[config.mk]
export PLATFORM = sky130hd
export DESIGN_NAME = ro_slot_scheduler
export DESIGN_NICKNAME = d
export VERILOG_FILES = /design/src/rtl/ro_slot_scheduler.sv
export SDC_FILE = /design/constraint.sdc
export NUM_CORES = 1
export LEC_CHECK = 0
export ABC_CLOCK_PERIOD_IN_PS = 4400
export CAP_MARGIN = 5
export CORE_MARGIN = 4
export CORE_UTILIZATION = 41
export CTS_BUF_LIST = sky130_fd_sc_hd__clkbuf_4
export CTS_CLUSTER_DIAMETER = 100
export DETAILED_ROUTE_END_ITERATION = 10
export GPL_TIMING_DRIVEN = 0
export PLACE_DENSITY = 0.71
export SYNTH_ARGS = -nofsm -noshare
export SYNTH_HDL_FRONTEND = slang
export SYNTH_SLANG_ARGS = --single-unit
[constraint.sdc]
create_clock -name clk_master -period 4.4 [get_ports clk_master]
set_clock_uncertainty 0.1 [all_clocks]
set_input_delay 0.66 -clock clk_master [delete_from_list [all_inputs] [get_ports clk_master]]
set_output_delay 0.66 -clock clk_master [all_outputs]
set_load 0.05 [all_outputs]
[src/rtl/ro_slot_scheduler.sv]
// -----------------------------------------------------------------------------
// ro_slot_scheduler
//
// Time-multiplexes the eve / pol_eve event bits of N_CH readout channels onto a
// single serial pair. A binary frame counter advances on every enabled cycle.
// Its Gray-coded image is exported, and the Gray bit that toggles on a given
// step picks the channel that owns that cycle. Channel k therefore gets one
// slot every 2^(k+1) cycles. The all-zero wrap step is an idle slot that marks
// the frame boundary.
//
// Events that arrive between a channel's slots are kept in per-channel sticky
// pending latches. A second event that lands on an already-pending latch,
// outside that channel's slot, is lost. Such a loss is recorded in a sticky
// overflow flag.
//
// Ports
//   clk_master       in   1       master clock, rising edge
//   reset            in   1       synchronous, active-high reset
//   en               in   1       advance counter / issue slots
//   in_eve           in   N_CH    per-channel event strobes
//   in_pol_eve       in   N_CH    per-channel polarity-event strobes
//   ovf_clr          in   1       clear all overflow flags
//   gray_count       out  N_CH    registered Gray code of the frame counter
//   out_mux_eve      out  1       eve bit of the served channel
//   out_mux_pol_eve  out  1       pol_eve bit of the served channel
//   out_valid        out  1       outputs carry a channel slot
//   slot_id          out  SLOT_W  index of the served channel
//   frame_start      out  1       one-cycle pulse on the idle (wrap) slot
//   overflow         out  N_CH    sticky per-channel event-loss flags
// -----------------------------------------------------------------------------
module ro_slot_scheduler #(
    parameter int N_CH   = 8,
    parameter int SLOT_W = 3
) (
    input  logic              clk_master,
    input  logic              reset,
    input  logic              en,
    input  logic [N_CH-1:0]   in_eve,
    input  logic [N_CH-1:0]   in_pol_eve,
    input  logic              ovf_clr,
    output logic [N_CH-1:0]   gray_count,
    output logic              out_mux_eve,
    output logic              out_mux_pol_eve,
    output logic              out_valid,
    output logic [SLOT_W-1:0] slot_id,
    output logic              frame_start,
    output logic [N_CH-1:0]   overflow
);

    // Index of the lowest set bit. This is the Gray bit that toggles when the
    // binary counter steps to v. It is only meaningful for v != 0.
    function automatic logic [SLOT_W-1:0] trailing_zeros(input logic [N_CH-1:0] v);
        logic [SLOT_W-1:0] idx;
        idx = '0;
        for (int i = N_CH - 1; i >= 0; i--) begin
            if (v[i]) begin
                idx = SLOT_W'(i);
            end
        end
        return idx;
    endfunction

    // Registered state
    logic [N_CH-1:0]   cnt_q,   cnt_d;
    logic [N_CH-1:0]   gray_q,  gray_d;
    logic [N_CH-1:0]   pe_q,    pe_d;
    logic [N_CH-1:0]   pp_q,    pp_d;
    logic [N_CH-1:0]   ovf_q,   ovf_d;
    logic              eve_q,   eve_d;
    logic              pol_q,   pol_d;
    logic              valid_q, valid_d;
    logic [SLOT_W-1:0] slot_q,  slot_d;
    logic              fs_q,    fs_d;

    // Slot decode helpers
    logic [N_CH-1:0]   cnt_inc;
    logic              wrap;
    logic              serve;
    logic [SLOT_W-1:0] serve_ch;
    logic [N_CH-1:0]   serve_mask;
    logic [N_CH-1:0]   eve_merge;
    logic [N_CH-1:0]   pol_merge;
    logic [N_CH-1:0]   ovf_set;

    always_comb begin
        cnt_inc    = cnt_q + N_CH'(1);
        wrap       = (cnt_inc == '0);
        serve      = en && !wrap;
        serve_ch   = trailing_zeros(cnt_inc);
        serve_mask = serve ? (N_CH'(1) << serve_ch) : '0;

        // A strobe arriving in its own channel's slot is merged into the
        // outgoing bit, so the served bit and the latch update share one OR.
        eve_merge  = pe_q | in_eve;
        pol_merge  = pp_q | in_pol_eve;

        // Counter and Gray image hold while en is low. Because of this, a
        // stall neither skips nor repeats a slot.
        cnt_d  = en ? cnt_inc : cnt_q;
        gray_d = en ? (cnt_inc ^ (cnt_inc >> 1)) : gray_q;

        // Pending latches run every cycle, independent of en. Only the served
        // channel is drained.
        pe_d = eve_merge & ~serve_mask;
        pp_d = pol_merge & ~serve_mask;

        // An event is lost when it hits an already-set latch that is not being
        // drained this cycle. A new loss wins over a simultaneous clear.
        ovf_set = ((in_eve & pe_q) | (in_pol_eve & pp_q)) & ~serve_mask;
        ovf_d   = ovf_set | (ovf_clr ? '0 : ovf_q);

        valid_d = 1'b0;
        fs_d    = 1'b0;
        eve_d   = 1'b0;
        pol_d   = 1'b0;
        slot_d  = slot_q;
        if (en) begin
            if (wrap) begin
                fs_d   = 1'b1;
                slot_d = '0;
            end else begin
                valid_d = 1'b1;
                slot_d  = serve_ch;
                eve_d   = |(eve_merge & serve_mask);
                pol_d   = |(pol_merge & serve_mask);
            end
        end
    end

    always_ff @(posedge clk_master) begin
        if (reset) begin
            cnt_q   <= '0;
            gray_q  <= '0;
            pe_q    <= '0;
            pp_q    <= '0;
            ovf_q   <= '0;
            eve_q   <= 1'b0;
            pol_q   <= 1'b0;
            valid_q <= 1'b0;
            slot_q  <= '0;
            fs_q    <= 1'b0;
        end else begin
            cnt_q   <= cnt_d;
            gray_q  <= gray_d;
            pe_q    <= pe_d;
            pp_q    <= pp_d;
            ovf_q   <= ovf_d;
            eve_q   <= eve_d;
            pol_q   <= pol_d;
            valid_q <= valid_d;
            slot_q  <= slot_d;
            fs_q    <= fs_d;
        end
    end

    assign gray_count      = gray_q;
    assign out_mux_eve     = eve_q;
    assign out_mux_pol_eve = pol_q;
    assign out_valid       = valid_q;
    assign slot_id         = slot_q;
    assign frame_start     = fs_q;
    assign overflow        = ovf_q;

endmodule

## Word-level counts from Yosys, hierarchy flattened

Index checks and enable logic that the tools add are counted.

| operators by class | value |
|---|---|
| $add $sub $neg | 1 |
| shift operators | 1 |
| muxes and demuxes | 13 |
| bitwise operators | 14 |
| reduce and logical (&&, ||, !) cells | 7 |

Operators with widths:

| cell | count |
|---|---|
| 8-bit bitwise AND | 7 |
| 8-bit bitwise OR | 4 |
| 3-bit two-way mux | 9 |
| 8-bit two-way mux | 2 |
| 8-bit OR reduction | 2 |
| 8-bit by 1-bit adder with 8-bit output, second input constant | 1 |
| 8-bit zero test | 1 |
| 8-bit NOT | 1 |
| 1-bit by 3-bit << shifter with 8-bit output, first input constant | 1 |
| 8-bit by 7-bit bitwise XOR with 8-bit output | 1 |
| 3-bit OR reduction | 1 |
| 1-bit two-way mux | 2 |
| 2-bit OR reduction | 1 |
| 1-bit logical AND | 1 |
| 1-bit zero test | 1 |
| 1-bit NOT | 1 |

| word-level totals | value |
|---|---|
| bits in registers | 47 |
| output and inout bits | 23 |
| logic and storage cells | 46 |

## Longest topological paths before layout

Gate-level depths: netlist of run 1.

| logic depth | value |
|---|---|
| depth after elaboration | 14 |
| depth in mapped cells | 13 |
| depth with buffers taken out | 12 |

## Worst setup path after synthesis of run 1

No wires, ideal clock.

| timing path | value |
|---|---|
| path type | flip-flop to flip-flop |
| start point | reg cnt_q[1] |
| end point | reg ovf_q[0], in the netlist overflow[0] |
| data arrival time | 2727 ps |
| setup slack | 1447 ps |
| cell stages (with the launch flop) | 13 |
| path buffers | 1 |
| period minus slack after synthesis | 2953 ps |
| cell sequence | dfxtp_1 ha_1 buf_6 and3_4 nand3_1 xor2_1 ha_1 inv_1 or4_4 a21oi_4 nand2b_1 o21bai_1 o21ai_0 |

| between the ends | value |
|---|---|
| longest elaborated chain between the ends | 14 |

Ends and longest elaborated chain:

| what | line | text |
|---|---|---|
| from (decl) | 64 | `logic [N_CH-1:0] cnt_q, cnt_d;` |
| from (signal assigned) | 143 | `cnt_q <= cnt_d;` |
| 8-bit by 1-bit adder with 8-bit output * | 86 | `cnt_inc = cnt_q + N_CH'(1);` |
| 3-bit two-way mux (8 in series) | 56 | `if (v[i]) begin` |
| 1-bit by 3-bit << shifter with 8-bit output | 90 | `serve_mask = serve ? (N_CH'(1) << serve_ch) : '0;` |
| 8-bit two-way mux * | 90 |  |
| 8-bit NOT * | 109 | `ovf_set = ((in_eve & pe_q) \| (in_pol_eve & pp_q)) & ~serve_mask;` |
| 8-bit bitwise AND * | 109 |  |
| 8-bit bitwise OR * | 110 | `ovf_d = ovf_set \| (ovf_clr ? '0 : ovf_q);` |
| to (signal assigned) | 147 | `ovf_q <= ovf_d;` |
| to (decl) | 68 | `logic [N_CH-1:0] ovf_q, ovf_d;` |

Every way passes the cells marked *; elsewhere a longest branch is shown, timed or not.
A chain may end at the register's enable or synchronous reset.

## Worst setup path in the final report of run 1

| timing path | value |
|---|---|
| start point | reg cnt_q[0] |
| end point | reg pol_q, in the netlist out_mux_pol_eve |

| between the ends | value |
|---|---|
| longest elaborated chain between the ends | 13 |

Ends and longest elaborated chain:

| what | line | text |
|---|---|---|
| 8-bit by 1-bit adder with 8-bit output * | 86 |  |
| 3-bit two-way mux (8 in series) | 56 |  |
| 1-bit by 3-bit << shifter with 8-bit output | 90 |  |
| 8-bit two-way mux | 90 |  |
| 8-bit bitwise AND | 125 | `pol_d = \|(pol_merge & serve_mask);` |
| 8-bit OR reduction | 125 |  |
| to (signal assigned) | 149 | `pol_q <= pol_d;` |
| to (decl) | 70 | `logic pol_q, pol_d;` |

Marked as above.

==> results of run 1 <==
Yosys cell counts, drive strengths merged, types with 4 or more instances:
library cell	count	area share (%)
nand2	17	2.8
clkbuf	4	0.66
a21oi	9	2.6
nor3	6	1.3
a22o	4	1.5
or2	9	2.5
o311ai	5	1.9
mux2i	4	1.8
inv	7	1.2
nand3	5	1.1
buf	7	2.7
xnor2	9	3.5
nor2b	10	3.1
xor2	8	3.4
o21ai	10	2.4
a22oi	10	3.3
dfxtp	46	40
o21bai	4	1.3
ha	6	3.3
o21a	4	1.3
nor2	36	5.9
cell type report:
| cell class | count | area share, % |
|---|---|---|
| Inverter | 7 | 0.916 |
| Clock buffer | 5 | 1.31 |
| Clock inverter | 3 | 1.53 |
| Timing Repair Buffer | 42 | 14.7 |
| Tap cell | 70 | 3.05 |
| Buffer | 11 | 2.66 |
| Sequential cell | 46 | 32.1 |
| Multi-Input combinational cell | 190 | 43.8 |
power by group:
| part | internal, W | leakage, nW | switching [W] | total [W] |
|---|---|---|---|---|
| Sequential | 0.000441 | 0.379 | 0.0000148 | 0.000456 |
| Combinational | 0.0000715 | 0.673 | 0.0000999 | 0.000171 |
| Clock | 0.000121 | 0.0456 | 0.000140 | 0.000261 |
| Total | 0.000633 | 1.10 | 0.000255 | 0.000888 |
per-layer routing:
metal	vias to the layer above	share of wire [%]	track usage (%)
met2	49	42	20.9
met4	0	1.8	6.21
met5	-	0	0
met3	8	5.8	4.12
met1	867	51	21.9
li1	987	-	-
through the flow:
step           std cells  total power, W  cell area, sq um  setup WS (ps)  utilization, %
2_1_floorplan        254        0.000575              2280           1450               -
3_3_place_gp         366        0.000634              2790           1110            53.2
4_1_cts              374        0.000895              2870           1050            54.8
5_1_grt              374        0.000935              2870            793            54.8
3_5_place_dp         366        0.000636              2790           1060            53.2
6_report             374        0.000888              2870           1030            54.8
tightest hold or removal path: stages, from the launching register on:
cell and delay, ps:
dfxtp_1 330, nand2_1 60, o21ai_2 40
flip-flops by register name, summed over array words and instances, names as in the netlist:
| signal | count |
|---|---|
| cnt_q | 8 |
| frame_start | 1 |
| gray_count | 7 |
| out_mux_eve | 1 |
| out_mux_pol_eve | 1 |
| out_valid | 1 |
| overflow | 8 |
| pe_q | 8 |
| pp_q | 8 |
| slot_id | 3 |
worst max-delay path by stage:
| stage | startpoint | depth (start not counted) | endpoint | slack [ps] |
|---|---|---|---|---|
| 6_report | cnt_q[0]$_SDFFE_PP0P_ | 12 | out_mux_pol_eve$_SDFF_PP0_ | 1030 |
| 5_1_grt | cnt_q[0]$_SDFFE_PP0P_ | 12 | out_mux_pol_eve$_SDFF_PP0_ | 790 |
| 4_1_cts | cnt_q[0]$_SDFFE_PP0P_ | 12 | overflow[0]$_SDFF_PP0_ | 1050 |
| 3_5_place_dp | cnt_q[0]$_SDFFE_PP0P_ | 12 | out_mux_pol_eve$_SDFF_PP0_ | 1060 |
| 3_3_place_gp | cnt_q[0]$_SDFFE_PP0P_ | 12 | overflow[1]$_SDFF_PP0_ | 1110 |
| 2_1_floorplan | cnt_q[1]$_SDFFE_PP0P_ | 12 | overflow[0]$_SDFF_PP0_ | 1450 |
kinds of logic (layout without fill, tap and decap cells):
| family | Yosys count | count (layout) | synth area share (%) |
|---|---|---|---|
| flip-flops | 46 | 46 | 40.4 |
| buffers and inverters | 18 | 68 | 4.50 |
| XOR/XNOR | 17 | 17 | 6.86 |
| multiplexers | 4 | 4 | 1.76 |
| AND/OR/NAND/NOR | 101 | 101 | 22.5 |
| adder cells (fa/ha/maj) | 6 | 6 | 3.29 |
| AO/OA/AOI/OAI | 62 | 62 | 20.7 |
==> impl_metrics.env, run 1 <==
export IMPL_drive_gt1_share_pct=11.2
export IMPL_timing_hold_ws_ps=368
export IMPL_first_global_vias=1717
export IMPL_synthFlopType="dfxtp_1"
export IMPL_worstMarginPinSlew_ps=609
export IMPL_reg2reg_from="cnt_q[0]$_SDFFE_PP0P_"
export IMPL_synth_seq_area_share_pct=40.4
export IMPL_cp_num_buf_inv=1
export IMPL_regArea_sq_um=921
export IMPL_vdd_drop_max_mv=0.198
export IMPL_period_share_pct=76.7
export IMPL_maxSlewViolCount=0
export IMPL_ys_types=54
export IMPL_crit_arrival_ps=3570
export IMPL_hold_path_class="reg2reg"
export IMPL_start_kind="flip-flop"
export IMPL_holdPathStages=2
export IMPL_wl_per_cell_microns=13.1
export IMPL_portBuffers=42
export IMPL_multi_input_area_sq_mm=0.00125
export IMPL_initial_core_util_pct=43.5
export IMPL_fin_nets=329
export IMPL_p_leak_nw=1.10
export IMPL_clk_latency_ps=360
export IMPL_grt_use_total_pct=15.1
export IMPL_grt_pass1_wl_microns=7910
export IMPL_fp_row_count=26
export IMPL_drt_iter0_drc=80
export IMPL_syn_area_per_cell_sq_um=8.97
export IMPL_fp_dieW_microns=82.5
export IMPL_fmaxAchievable_ghz=0.296
export IMPL_r2r_end="out_mux_pol_eve$_SDFF_PP0_"
export IMPL_root_buffer="clkbuf_4"
export IMPL_ys_ff_latch=46
export IMPL_fillCellCount=479
export IMPL_hold_start="overflow[6]$_SDFF_PP0_"
export IMPL_maxSlewHeadroom_pct=59.2
export IMPL_dieArea_sq_mm=0.00681
export IMPL_area_growth_pct=25.9
export IMPL_netlist_area_sq_mm=0.00228
export IMPL_grt_ovfl_total=0
export IMPL_post_route_drc_count=0
export IMPL_die_y_microns=82.5
export IMPL_hold_buffers=0
export IMPL_htree_levels=2
export IMPL_routabilityCongestion=0.882
export IMPL_synth_edf_count=0
export IMPL_drtPass1Iterations=4
export IMPL_routed_via_count=1911
export IMPL_power_per_cell_area_mw_per_mm2=310
export IMPL_path_class="reg2reg"
export IMPL_io_pins=43
export IMPL_cp_slowest_stage_delay_ps=520
export IMPL_crit_chain="ha_1 > buf_6 > and3_4 > nand3_1 > xor2_1 > ha_1 > nor3_1 > o31a_1 > nand2b_1 > o311ai_0 > a21oi_1 > o21a_1"
export IMPL_coreArea_sq_mm=0.00524
export IMPL_grt_max_degree=16
export IMPL_diodes=0
export IMPL_status="completed"
export IMPL_synth_async_reset_ratio_pct=0
export IMPL_finalHoldViolations=0
export IMPL_cp_top_family="compound AO/OA/AOI/OAI gates"
export IMPL_ctsResizeCount=0
export IMPL_cts_inserted_buffers=5
export IMPL_maxCapViolations=0
export IMPL_yosys_warnings=0
export IMPL_reg2reg_depth=12
export IMPL_synthCells=254
export IMPL_antenna_found_initial=0
export IMPL_routed_via_density=5.11
export IMPL_final_common_cell="dfxtp_1"
export IMPL_cts_tree="yes"
export IMPL_cp_max_fo=10
export IMPL_antenna_left=0
export IMPL_synth_nets=280
export IMPL_clockBufferDepth=2
export IMPL_setup_viol=0
export IMPL_hold_end="overflow[6]$_SDFF_PP0_"
export IMPL_crit_top_cell="ha_1"
export IMPL_tns_ps=0
export IMPL_finalCriticalPeriod_ps=3370
export IMPL_cts_setup_buffers=0
export IMPL_clk_pin_slew_ps=150
export IMPL_dpl_hpwl_microns=3770
export IMPL_routed_wl_microns=4910
export IMPL_rsz0062_at_grt="no"
export IMPL_end_kind="flip-flop"
export IMPL_cp_slowest_cell="dfxtp_1"
export IMPL_crit_required_ps=4590
export IMPL_final_cell_mix="dfxtp_1, clkdlybuf4s50_1, nor2_1, nand2_1, a22oi_1"
export IMPL_cts_sinks=46
export IMPL_reg2reg_slack_ps=1030
(Power assumes the default switching activity.)
==> run 2: changes to the inputs <==
--- a/config.mk
+++ b/config.mk
@@ -5,7 +5,7 @@
 export SDC_FILE = /design/constraint.sdc
 export NUM_CORES = 1
 export LEC_CHECK = 0
-export ABC_CLOCK_PERIOD_IN_PS = 4400
+export ABC_CLOCK_PERIOD_IN_PS = 3000
 export CAP_MARGIN = 5
 export CORE_MARGIN = 4
 export CORE_UTILIZATION = 41
@@ -13,7 +13,7 @@
 export CTS_CLUSTER_DIAMETER = 100
 export DETAILED_ROUTE_END_ITERATION = 10
 export GPL_TIMING_DRIVEN = 0
-export PLACE_DENSITY = 0.71
+export PLACE_DENSITY = 0.74
 export SYNTH_ARGS = -nofsm -noshare
 export SYNTH_HDL_FRONTEND = slang
 export SYNTH_SLANG_ARGS = --single-unit
==> constraint.sdc (replaced) <==
create_clock -name clk_master -period 3 [get_ports clk_master]
set_clock_uncertainty 0.1 [all_clocks]
set_input_delay 0.45 -clock clk_master [delete_from_list [all_inputs] [get_ports clk_master]]
set_output_delay 0.45 -clock clk_master [all_outputs]
set_load 0.05 [all_outputs]
==> impl_metrics.env, run 2 (synthesis gave the netlist of run 1 again) <==
export IMPL_status="completed"
export IMPL_fin_nets=343
export IMPL_fp_row_count=26
export IMPL_finalHoldViolations=0
export IMPL_met1_usage_pct=22.7
export IMPL_maxSlewViolCount=0
export IMPL_cts_inserted_buffers=5
export IMPL_crit_arrival_ps=3040
export IMPL_finalCriticalPeriod_ps=2860
export IMPL_cts_sinks=46
export IMPL_end_kind="flip-flop"
export IMPL_p_leak_nw=1.18
export IMPL_final_cell_mix="dfxtp_1, clkdlybuf4s50_1, nor2_1, nand2_1, buf_4"
export IMPL_cp_top_family="simple AND/OR/NAND/NOR gates"
export IMPL_dpl_hpwl_microns=3770
export IMPL_cp_num_buf_inv=2
export IMPL_vdd_drop_max_mv=0.223
export IMPL_dp_cells=366
export IMPL_portBuffers=42
export IMPL_clk_latency_ps=380
export IMPL_power_per_cell_area_mw_per_mm2=421
export IMPL_routed_via_count=1986
export IMPL_crit_chain="ha_4 > buf_6 > and3_4 > nand3_2 > xor2_2 > ha_2 > inv_1 > or4_4 > a21oi_4 > nand2b_1 > o21bai_2 > o21ai_1"
export IMPL_design_area_sq_mm=0.00304
export IMPL_start_kind="flip-flop"
export IMPL_routed_wl_microns=5420
export IMPL_maxCapViolations=0
export IMPL_initial_core_util_pct=43.5
export IMPL_post_route_drc_count=0
export IMPL_die_y_microns=82.5
export IMPL_hold_path_class="reg2reg"
export IMPL_htree_levels=2
export IMPL_dieArea_sq_mm=0.00681
export IMPL_grt_max_degree=18
export IMPL_path_class="reg2reg"
export IMPL_drive_gt1_share_pct=20.1
export IMPL_crit_required_ps=3180
export IMPL_grt_use_met3_pct=4.34
export IMPL_total_power_w=0.00128
export IMPL_timing_hold_ws_ps=370
export IMPL_cp_max_fo=6
export IMPL_grt_use_total_pct=16.4
export IMPL_drtPass1Iterations=4
export IMPL_drt_iter0_drc=129
export IMPL_clk_pin_slew_ps=150
export IMPL_wl_per_cell_microns=14.0
export IMPL_use_met2_pct=24.6
export IMPL_period_share_pct=95.4
export IMPL_grt_ovfl_total=0
export IMPL_grt_pass1_wl_microns=8600
export IMPL_coreArea_sq_mm=0.00524
export IMPL_cts_tree="yes"
export IMPL_setup_viol=0
export IMPL_top_usage_layer="met2"
export IMPL_antenna_found_initial=0
export IMPL_clockBufferDepth=2
export IMPL_cp_slowest_stage_delay_ps=550
export IMPL_diodes=0
export IMPL_routabilityCongestion=0.879
export IMPL_root_buffer="clkbuf_4"
export IMPL_routed_via_density=5.12
export IMPL_fp_dieW_microns=82.5
export IMPL_fillCellCount=476
export IMPL_maxSlewHeadroom_pct=57.9
export IMPL_cp_slowest_cell="or4_4"
export IMPL_hold_buffers=0
export IMPL_final_common_cell="dfxtp_1"
export IMPL_fmaxAchievable_ghz=0.349
export IMPL_first_global_vias=1838
export IMPL_io_pins=43
export IMPL_stdcell_count=388
export IMPL_dpl_instance_area_sq_mm=0.00279
export IMPL_worstMarginPinSlew_ps=629
export IMPL_antenna_left=0
export IMPL_area_growth_pct=33.6
## run 2: power breakdown
part           internal [W]  switching (W)
clock network      0.000101       0.000230
logic              0.000124       0.000157
registers          0.000647      0.0000220
total              0.000872       0.000409
## run 2: worst paths after layout
kind / endpoint / cells past startpoint / from / slack [ps]
hold reg to reg: overflow[6]$_SDFF_PP0_ / 2 / overflow[6]$_SDFF_PP0_ / 370
hold / removal: overflow[6]$_SDFF_PP0_ / 2 / overflow[6]$_SDFF_PP0_ / 370
setup reg to reg: overflow[0]$_SDFF_PP0_ / 12 / cnt_q[0]$_SDFFE_PP0P_ / 140
setup / recovery: overflow[0]$_SDFF_PP0_ / 12 / cnt_q[0]$_SDFFE_PP0P_ / 140
## run 2: area by class of cell
cell class	count	area (sq um)	area share [%]
well taps	70	87.6	2.88
plain buffers	11	76.3	2.51
flip-flops and latches	46	928	30.5
clock inverters	3	26.3	0.863
clock buffers	5	37.5	1.23
repair buffers	56	528	17.3
inverters	7	26.3	0.863
multi-input cells	190	1330	43.8
## run 2: what timing repair did
| action | CTS | global route |
|---|---|---|
| hold endpoints to repair | 0 | 0 |
| gates cloned | 0 | 1 |
| gates resized for setup | 11 | 15 |
| buffers inserted | 6 | 7 |
| pin swaps | 1 | 7 |
| setup endpoints to repair | 23 | 17 |
## run 2: routing by layer
layer	share of wire [%]	wire (microns)
met1	49	2680
met2	44	2390
met3	5.5	299
met4	1.1	58
met5	0	0
## run 2: metrics by stage
step                setup TNS, ps  utilization (%)  setup slack [ps]
floorplan                       0                -              46.6
global placement            -3220             53.2              -285
detailed placement          -3960             53.2              -337
CTS                             0             55.8              17.0
global route                -78.2             58.1             -28.8
finish                          0             58.1               138
## run 2: worst reg2reg max path, cell delays in order, from the launching register on
cell and delay (ps):
dfxtp_4 420, ha_4 140, buf_6 110, and3_4 210
nand3_2 100, xor2_2 190, ha_2 210, inv_1 40
or4_4 550, a21oi_4 270, nand2b_1 140, o21bai_2 220
o21ai_1 80
